--- config.mk ---
export PLATFORM = sky130hd
export DESIGN_NAME = dac_ad56x3_spi
export DESIGN_NICKNAME = d
export VERILOG_FILES = /design/src/rtl/dac_ad56x3_spi_pkg.sv /design/src/rtl/dac_ad56x3_sclk_timer.sv /design/src/rtl/dac_ad56x3_spi.sv
export SDC_FILE = /design/constraint.sdc
export NUM_CORES = 1
export LEC_CHECK = 0
export ABC_AREA = 0
export CORE_ASPECT_RATIO = 0.8
export CORE_MARGIN = 4
export CORE_UTILIZATION = 50
export CTS_BUF_LIST = sky130_fd_sc_hd__clkbuf_4 sky130_fd_sc_hd__clkbuf_8
export CTS_CLUSTER_DIAMETER = 50
export CTS_CLUSTER_SIZE = 12
export DETAILED_ROUTE_END_ITERATION = 10
export PLACE_DENSITY = 0.81
export SLEW_MARGIN = 10
export SYNTH_ARGS = -nofsm -noshare
export SYNTH_HDL_FRONTEND = slang
export SYNTH_SLANG_ARGS = --single-unit
--- constraint.sdc ---
create_clock -name clk -period 3.2 [get_ports clk]
set_input_delay 0.32 -clock clk [delete_from_list [all_inputs] [get_ports clk]]
set_output_delay 0.32 -clock clk [all_outputs]
set_load 0.1 [all_outputs]
--- src/rtl/dac_ad56x3_spi_pkg.sv ---
// Shared constants, state encoding and frame packing for the AD56x3 SPI writer.
package dacAd56x3Pkg;

  localparam int FRAME_BITS = 24;

  // AD56x3 command field values
  localparam logic [2:0] CMD_WR_N       = 3'b000;
  localparam logic [2:0] CMD_WR_UPD_ALL = 3'b010;
  localparam logic [2:0] CMD_WR_UPD_N   = 3'b011;

  // AD56x3 address field values
  localparam logic [2:0] ADDR_A = 3'b000;
  localparam logic [2:0] ADDR_B = 3'b001;

  typedef enum logic [1:0] {IDLE, SHIFT, GAP} state_t;

  // Pack command, address and left-aligned 16-bit value into one write frame.
  function automatic logic [FRAME_BITS-1:0] build_frame(input logic [2:0]  cmd,
                                                        input logic [2:0]  addr,
                                                        input logic [15:0] val);
    return {2'b00, cmd, addr, val};
  endfunction

endpackage

--- src/rtl/dac_ad56x3_sclk_timer.sv ---
// SCLK phase timer: half-period counter plus bit counter, emitting fall/rise/last strobes.
module dac_ad56x3_sclk_timer
  import dacAd56x3Pkg::*;
#(
  parameter int SCLK_DIV = 2
) (
  input  logic clk,
  input  logic reset,
  input  logic start,
  input  logic run,
  output logic fall,
  output logic rise,
  output logic last
);

  localparam int HW = (SCLK_DIV > 1) ? $clog2(SCLK_DIV) : 1;

  logic [HW-1:0] half_cnt;
  logic          low_phase;
  logic [4:0]    bit_cnt;
  logic          tick;

  // A half-period ends when the counter reaches SCLK_DIV-1; the phase bit decides fall vs rise.
  assign tick = run && (half_cnt == HW'(SCLK_DIV - 1));
  assign fall = tick && !low_phase;
  assign rise = tick && low_phase;
  assign last = rise && (bit_cnt == 5'(FRAME_BITS - 1));

  // Advance the half-period counter, toggle phase, count completed SCLK periods.
  always_ff @(posedge clk or negedge reset) begin
    if (!reset) begin
      half_cnt  <= '0;
      low_phase <= 1'b0;
      bit_cnt   <= '0;
    end else if (start) begin
      half_cnt  <= '0;
      low_phase <= 1'b0;
      bit_cnt   <= '0;
    end else if (run) begin
      if (tick) begin
        half_cnt  <= '0;
        low_phase <= !low_phase;
        if (low_phase) bit_cnt <= bit_cnt + 5'd1;
      end else begin
        half_cnt <= half_cnt + 1'b1;
      end
    end
  end

endmodule

--- src/rtl/dac_ad56x3_spi.sv ---
// Avalon-ST sink that serialises each accepted sample as a 24-bit AD56x3 write frame.
module dac_ad56x3_spi
  import dacAd56x3Pkg::*;
#(
  parameter int DATA_WIDTH    = 14,
  parameter int SCLK_DIV      = 2,
  parameter int GAP_CYCLES    = 2,
  parameter int SIMULT_UPDATE = 1
) (
  input  logic                  clk,
  input  logic                  reset,
  input  logic                  asiValid,
  input  logic                  asiChannel,
  input  logic [DATA_WIDTH-1:0] asiData,
  output logic                  asiRdy,
  output logic                  syncN,
  output logic                  sclk,
  output logic                  din
);

  localparam int DATA_SHIFT = 16 - DATA_WIDTH;
  localparam int GW         = (GAP_CYCLES > 1) ? $clog2(GAP_CYCLES) : 1;

  if (!(DATA_WIDTH == 12 || DATA_WIDTH == 14 || DATA_WIDTH == 16)) begin : g_bad_width
    $error("dac_ad56x3_spi: DATA_WIDTH must be 12, 14 or 16");
  end
  if (SCLK_DIV < 1) begin : g_bad_div
    $error("dac_ad56x3_spi: SCLK_DIV must be at least 1");
  end
  if (GAP_CYCLES < 1) begin : g_bad_gap
    $error("dac_ad56x3_spi: GAP_CYCLES must be at least 1");
  end

  state_t                state, state_nxt;
  logic [FRAME_BITS-1:0] shreg;
  logic [FRAME_BITS-1:0] frame_word;
  logic [GW-1:0]         gap_cnt;
  logic [2:0]            cmd;
  logic [2:0]            addr;
  logic [15:0]           sample_al;
  logic                  accept;
  logic                  fall, rise, last;
  logic                  load, shift;
  logic                  sync_nxt, sclk_nxt, din_nxt, rdy_nxt;

  assign accept = asiValid && asiRdy;

  // ch1 in simultaneous mode refreshes both outputs, so ch0 only loads its input register.
  assign cmd = (SIMULT_UPDATE != 0) ? (asiChannel ? CMD_WR_UPD_ALL : CMD_WR_N) : CMD_WR_UPD_N;
  assign addr       = asiChannel ? ADDR_B : ADDR_A;
  assign sample_al  = 16'(asiData) << DATA_SHIFT;
  assign frame_word = build_frame(cmd, addr, sample_al);

  dac_ad56x3_sclk_timer #(
    .SCLK_DIV (SCLK_DIV)
  ) u_timer (
    .clk   (clk),
    .reset (reset),
    .start (load),
    .run   (state == SHIFT),
    .fall  (fall),
    .rise  (rise),
    .last  (last)
  );

  // Next-state and next-output decode; din only moves when SCLK goes (or starts) high.
  always_comb begin
    state_nxt = state;
    sync_nxt  = syncN;
    sclk_nxt  = sclk;
    din_nxt   = din;
    rdy_nxt   = 1'b0;
    load      = 1'b0;
    shift     = 1'b0;
    case (state)
      IDLE: begin
        rdy_nxt = 1'b1;
        if (accept) begin
          state_nxt = SHIFT;
          sync_nxt  = 1'b0;
          sclk_nxt  = 1'b1;
          din_nxt   = frame_word[FRAME_BITS-1];
          load      = 1'b1;
          rdy_nxt   = 1'b0;
        end
      end
      SHIFT: begin
        if (fall) sclk_nxt = 1'b0;
        if (rise) begin
          sclk_nxt = 1'b1;
          if (last) begin
            state_nxt = GAP;
            sync_nxt  = 1'b1;
            din_nxt   = 1'b0;
          end else begin
            din_nxt = shreg[FRAME_BITS-2];
            shift   = 1'b1;
          end
        end
      end
      GAP: begin
        if (gap_cnt == GW'(GAP_CYCLES - 1)) begin
          state_nxt = IDLE;
          rdy_nxt   = 1'b1;
        end
      end
      default: state_nxt = IDLE;
    endcase
  end

  // Control and pin registers; every output comes straight from a flop.
  always_ff @(posedge clk or negedge reset) begin
    if (!reset) begin
      state   <= IDLE;
      syncN   <= 1'b1;
      sclk    <= 1'b1;
      din     <= 1'b0;
      asiRdy  <= 1'b0;
      gap_cnt <= '0;
    end else begin
      state   <= state_nxt;
      syncN   <= sync_nxt;
      sclk    <= sclk_nxt;
      din     <= din_nxt;
      asiRdy  <= rdy_nxt;
      gap_cnt <= (state == GAP) ? gap_cnt + 1'b1 : '0;
    end
  end

  // Frame shift register: loaded at accept, shifted once per SCLK rise.
  always_ff @(posedge clk) begin
    if (load)       shreg <= frame_word;
    else if (shift) shreg <= {shreg[FRAME_BITS-2:0], 1'b0};
  end

endmodule

==> impl_metrics.ini, run 1 <==
[yosys]
synthMuxAreaShare_pct = 1.32
synthSimpleGateAreaFrac_pct = 22.4
synthAdderAreaFrac_pct = 0.828
synth_seq_cells = 35
syn_area_sq_mm = 0.00151
netlist-cell-type-count = 28
synth_ff_type = edfxtp_1
synth_compound_area_share_pct = 6.87
synthArstFlopShare_pct = 40.0
synth_edf_count = 20
synthXorXnorAreaFrac_pct = 1.16
avgSynthCellArea_sq_um = 11.1
ys_seq_area_share_pct = 64.4
yosysWarnings = 0
syn-instance-count = 136
synth_top_family_by_area = simple AND/OR/NAND/NOR gates
syn_nets = 155

[global_routing]
grt_pass1_wl_microns = 4420
grt_max_degree = 28
grt.overflow.total = 0
grt_pass1_vias = 1016
track_usage_pct = 13.9
antenna_found_initial = 0

[sta]
min_period_ns = 2.11
rsz0062_at_grt = false
finalSetupViolCount = 0
slew_violations = 0
layout_setup_ws_ns = 1.09
hold_viol = 0
fin_crit_sh_pct = 65.9
max-slew-margin-rel_pct = 36.0
finClkSkew_ns = 0.00425
finalSetupTns_ns = 0
worst_pin_slew_ns = 0.958
max_freq_ghz = 0.474

[critical_path]
r2r-start = state[0]$_DFFE_PN0P_
crit_family = buffers and inverters
worst_ep_required_time_ns = 2.88
startpoint_type = register
critPathSlowestCell = clkdlybuf4s50_1
ff2ff_path_depth = 4
criticalPathCategory = reg -> out
crit_path_cell_trace = clkdlybuf4s50_1
cp-end-kind = primary output
cp.depth = 1
worstPathMaxFanout = 4
cp_slowest_stage_delay_ns = 1.14
arrival_ns = 1.79
worst-r2r-setup-slack_ns = 1.57
r2r-end = shreg[10]$_DFFE_PP_
crit_buf_inv = 1

[cells_and_area]
antenna_cells = 0
stdcell_area_sq_mm = 0.00184
fin_nets = 178
final_core_util_pct = 64.9
multi_input_area_sq_um = 493
layout-drive-gt1-share_pct = 9.38
finalNonFillerCells = 198
final.fill_count = 211
seqCellArea_sq_um = 973
area_delta_synth_final_pct = 21.4

[hold_path]
hp-class = in -> async

[placement]
place_ws_ns = 1.32
post-dp-hpwl_microns = 1780
placed_cells = 190
routabilityCongestion = 0.789
portBuffers = 21
place_area_sq_mm = 0.00174

[die]
die-area_sq_mm = 0.00397
fp.coreArea_sq_mm = 0.00283
io_pins = 22
die_h_microns = 57.2
die_x_microns = 69.5
placementRows = 17
start_util_pct = 53.4

[clock_tree]
cts_hold_buffers = 0
clock_sinks = 35
h-tree-depth = 2
post_cts_buffers = 0
cts-root-buf = clkbuf_8
cts_made_buffers = 5
tritoncts = built
path_clk_slew_ns = 0.07
clock_latency_ns = 0.27
postCtsResizedCells = 0
cts_buffer_depth = 2

[power_and_ir_drop]
peakVddDrop_uv = 245
power_leakage_nw = 0.765
cellPowerDensity_mw_per_mm2 = 447

[route]
viasPerCell = 5.07
drt_iter0_markers = 43
wl_microns = 2510
wl_per_cell_microns = 12.7
ant_nets = 0
drc = 0
first_pass_iters = 4
vias = 1004

[run]
cap_violations = 0

[status]
status = finished, final reports clean
## worst register-to-register path, delay by kind of cell, from the launching register on
| family | cells | cell delay (ns) |
|---|---|---|
| AOI/OAI and AO/OA | 1 | 0.11 |
| buffers and inverters | 2 | 0.51 |
| DFF | 1 | 0.48 |
| and+or+nand+nor | 1 | 0.21 |
## flip-flops by register name, summed over array words and instances, names as in the netlist
register and count:
din 1, shreg 21, asiRdy 1, state 2, gap_cnt 1, sclk 1
u_timer.bit_cnt 5, u_timer.half_cnt 1, syncN 1, u_timer.low_phase 1
## cells by family after synthesis
logic type               Yosys count
AND/OR/NAND/NOR                   70
flip-flops                        35
AO/OA/AOI/OAI                     17
buffers and inverters              9
XOR/XNOR                           2
multiplexers                       2
adder cells (fa/ha/maj)            1
## power breakdown
part           internal, mW  total, mW  switching, mW  leakage (nW)
logic                0.0181     0.0240        0.00589         0.338
clock network         0.181      0.322          0.142        0.0493
registers             0.473      0.473              0         0.377
total                 0.672      0.820          0.148         0.765
## cell usage after synthesis (all sizes together) (3+ instances only)
cell / number / share of area [%]
nand2: 46 / 11
edfxtp: 20 / 40
dfrtp: 12 / 20
o21ai: 8 / 2.6
buf: 7 / 2.5
nor2: 6 / 1.5
and2: 5 / 2.1
nand3: 4 / 1.3
o211ai: 3 / 1.5
o31ai: 3 / 1.5
## area by class of cell
cell class | count | share of cell area [%]
timing repair buffer | 23 | 12.0
clock inverter | 1 | 0.204
multi-input combinational | 92 | 26.9
tap | 38 | 2.59
inverter | 2 | 0.409
sequential | 35 | 53.0
clock buffer | 7 | 4.91
## per-stage QoR
stage | total power [mW] | hold WS [ns]
CTS | 0.826 | 0.437
detailed placement | 0.507 | 0.463
global route | 0.843 | 0.477
floorplan | 0.483 | 0.0244
global placement | 0.506 | 0.446
finish | 0.820 | 0.424
## how the worst max path moves through the flow
stage / start / to
6_report: asiRdy$_DFF_PN0_ / asiRdy
5_1_grt: asiRdy$_DFF_PN0_ / asiRdy
4_1_cts: asiRdy$_DFF_PN0_ / asiRdy
3_5_place_dp: asiValid / shreg[10]$_DFFE_PP_
3_3_place_gp: asiValid / shreg[3]$_DFFE_PP_
2_1_floorplan: state[0]$_DFFE_PN0P_ / shreg[10]$_DFFE_PP_
## layer usage
metal / routed length (microns) / GRT usage [%]
met1: 1190 / 18.0
met2: 1220 / 22.8
met3: 87 / 3.52
met4: 12 / 5.01
met5: 0 / 0
## cell usage in the layout, fill, tap and decap left out, types with 2 or more instances in the layout
| cell | Yosys | layout |
|---|---|---|
| o21ai_0 | 8 | 7 |
| clkbuf_8 | 0 | 6 |
| nor2_1 | 6 | 6 |
| edfxtp_1 | 20 | 20 |
| o211ai_1 | 3 | 3 |
| nand3_1 | 4 | 4 |
| mux2i_1 | 2 | 2 |
| buf_4 | 1 | 4 |
| clkdlybuf4s50_1 | 0 | 19 |
| dfstp_2 | 2 | 2 |
| inv_1 | 2 | 2 |
| o31ai_1 | 3 | 3 |
| dfrtp_1 | 12 | 12 |
| xor2_1 | 2 | 2 |
| nand2b_1 | 2 | 2 |
| nand2_1 | 46 | 46 |
| and2_1 | 5 | 5 |
No activity file was read; power rests on OpenSTA's default activity.
==> run 2: changes to the inputs <==
PLACE_DENSITY = 0.84   (was 0.81)
clock period = 1.75 ns   (was 3.2 ns; I/O delays follow)
==> run 2 against run 1 <==
Worst hold slack got worse by 0.14 ns. Die area did not move. Flip-flop and latch count did not move. Global-route usage rose by 2.9 points. Sequential power rose by 83%. Power rose by 81%. Non-clock buffer count rose by 6. Critical path type is now reg -> reg. Critical endpoint is now shreg[12]$_DFFE_PP_. Highest routed layer unchanged.
==> impl_metrics.ini, run 2 (synthesis gave the netlist of run 1 again) <==
[status]
status = finished, final reports clean

[clock_tree]
cts_made_buffers = 5
cts_buffer_depth = 2
cts-root-buf = clkbuf_8
clock_sinks = 35
cts_hold_buffers = 0
tritoncts = built
clock_latency_ns = 0.28
path_clk_slew_ns = 0.07
h-tree-depth = 2

[sta]
whs_ns = 0.282
worst_pin_slew_ns = 0.621
finalSetupViolCount = 0
rsz0062_at_grt = false
hold_viol = 0
max-slew-margin-rel_pct = 58.5
slew_violations = 0
max_freq_ghz = 0.605
min_period_ns = 1.65
finClkSkew_ns = 0.00264
fin_crit_sh_pct = 94.4

[global_routing]
track_usage_pct = 16.8
grt_pass1_wl_microns = 5200
antenna_found_initial = 0
grt.overflow.total = 0
grt_pass1_vias = 1111
grt_max_degree = 21

[die]
start_util_pct = 53.4
io_pins = 22
placementRows = 17
die-area_sq_mm = 0.00397
die_h_microns = 57.2
fp.coreArea_sq_mm = 0.00283
die_x_microns = 69.5

[critical_path]
criticalPathCategory = reg -> reg
worst_ep_required_time_ns = 1.79
cp.depth = 5
worst-r2r-setup-slack_ns = 0.1
worstPathMaxFanout = 19
crit_path_cell_trace = buf_4 > nand4bb_1 > buf_4 > nand2_1 > nand2_1
startpoint_type = register
cp-end-kind = register
r2r-start = state[1]$_DFFE_PN0P_
crit_family = simple AND/OR/NAND/NOR gates
crit_buf_inv = 2
critPathSlowestCell = nand4bb_1
ff2ff_path_depth = 5
cp_slowest_stage_delay_ns = 0.39
r2r-end = shreg[12]$_DFFE_PP_
arrival_ns = 1.69

[route]
drc = 0
wl_per_cell_microns = 14.4
drt_iter0_markers = 103
viasPerCell = 5.29
wl_microns = 2960
vias = 1085
ant_nets = 0
first_pass_iters = 5

[cells_and_area]
layout_common_cells = nand2_1 (46), edfxtp_1 (20), clkdlybuf4s50_1 (17), dfrtp_1 (11), buf_4 (8)
regMostFlops = shreg
layout-drive-gt1-share_pct = 16.2
fin_nets = 185
final_common_cell = nand2_1
largestRegisters = shreg: 21 flops, u_timer.bit_cnt: 5 flops, state: 2 flops
antenna_cells = 0
largest_reg_flops = 21
area_delta_synth_final_pct = 29.1

[placement]
routabilityCongestion = 0.737
post-dp-hpwl_microns = 2040
portBuffers = 21

[power_and_ir_drop]
total_power_mw = 1.49
cellPowerDensity_mw_per_mm2 = 762
peakVddDrop_uv = 510
power_leakage_nw = 0.816

[hold_path]
hp-class = in -> async

[run]
cap_violations = 0
-- run 2: cell types whose count changed in the layout (fill, tap and decap cells not counted), sizes merged --
cell           before  now
buf                 4   12
o21ai               8    9
clkdlybuf4s50      19   17
-- run 2: cell type report --
class,instances,area (sq um)
Fill cell,210,877
Sequential cell,35,977
Inverter,2,7.51
Tap cell,38,47.5
Timing Repair Buffer,29,310
Clock inverter,1,5.00
Multi-Input combinational cell,93,520
Clock buffer,7,83.8
-- run 2: worst register-to-register path, cell delays in order (launching register included) --
cell and delay (ns):
dfrtp_1 0.38, buf_4 0.15, nand4bb_1 0.39, buf_4 0.33, nand2_1 0.10, nand2_1 0.05
-- run 2: metrics by stage --
stage / setup WS, ns / cells / cell area, sq um / util [%] / setup TNS, ns
finish: 0.0974 / 205 / 1950 / 69.0 / 0
global route: 0.0212 / 205 / 1950 / 69.0 / 0
CTS: 0.0877 / 205 / 1950 / 69.0 / 0
detailed placement: -0.0378 / 196 / 1850 / 65.3 / -0.750
global placement: 0.0711 / 196 / 1850 / 65.3 / 0
floorplan: 0.124 / 136 / 1530 / - / 0
-- run 2: worst max-delay path by stage --
stage,from,endpoint,slack [ns]
after floorplan,asiRdy$_DFF_PN0_,shreg[10]$_DFFE_PP_,0.12
after global placement,u_timer.bit_cnt[0]$_DFFE_PN0P_,shreg[2]$_SDFFCE_PN0P_,0.07
after detailed placement,u_timer.bit_cnt[1]$_DFFE_PN0P_,shreg[4]$_DFFE_PP_,-0.04
after CTS,state[1]$_DFFE_PN0P_,shreg[12]$_DFFE_PP_,0.09
after global routing,state[1]$_DFFE_PN0P_,shreg[5]$_DFFE_PP_,0.02
final,state[1]$_DFFE_PN0P_,shreg[12]$_DFFE_PP_,0.1
-- run 2: repair_timing --
action / CTS / global route
endpoints found under the setup margin: 20 / 0
buffers inserted: 0 / 0
endpoints found under the hold margin: 0 / 0
gates resized for setup: 1 / 0
-- run 2: per-layer routing --
| layer | vias to the layer above | GRT usage, % | wire length, microns |
|---|---|---|---|
| met3 | 3 | 5.63 | 203 |
| met5 | - | 0 | 0 |
| met2 | 44 | 28.8 | 1500 |
| met4 | 0 | 4.18 | 23 |
| met1 | 509 | 20.6 | 1240 |
| li1 | 529 | - | - |
-- run 2: where the power goes --
group          internal (mW)  switching [mW]
clock                  0.310           0.268
combinational         0.0332          0.0113
sequential             0.865               0
total                   1.21           0.279
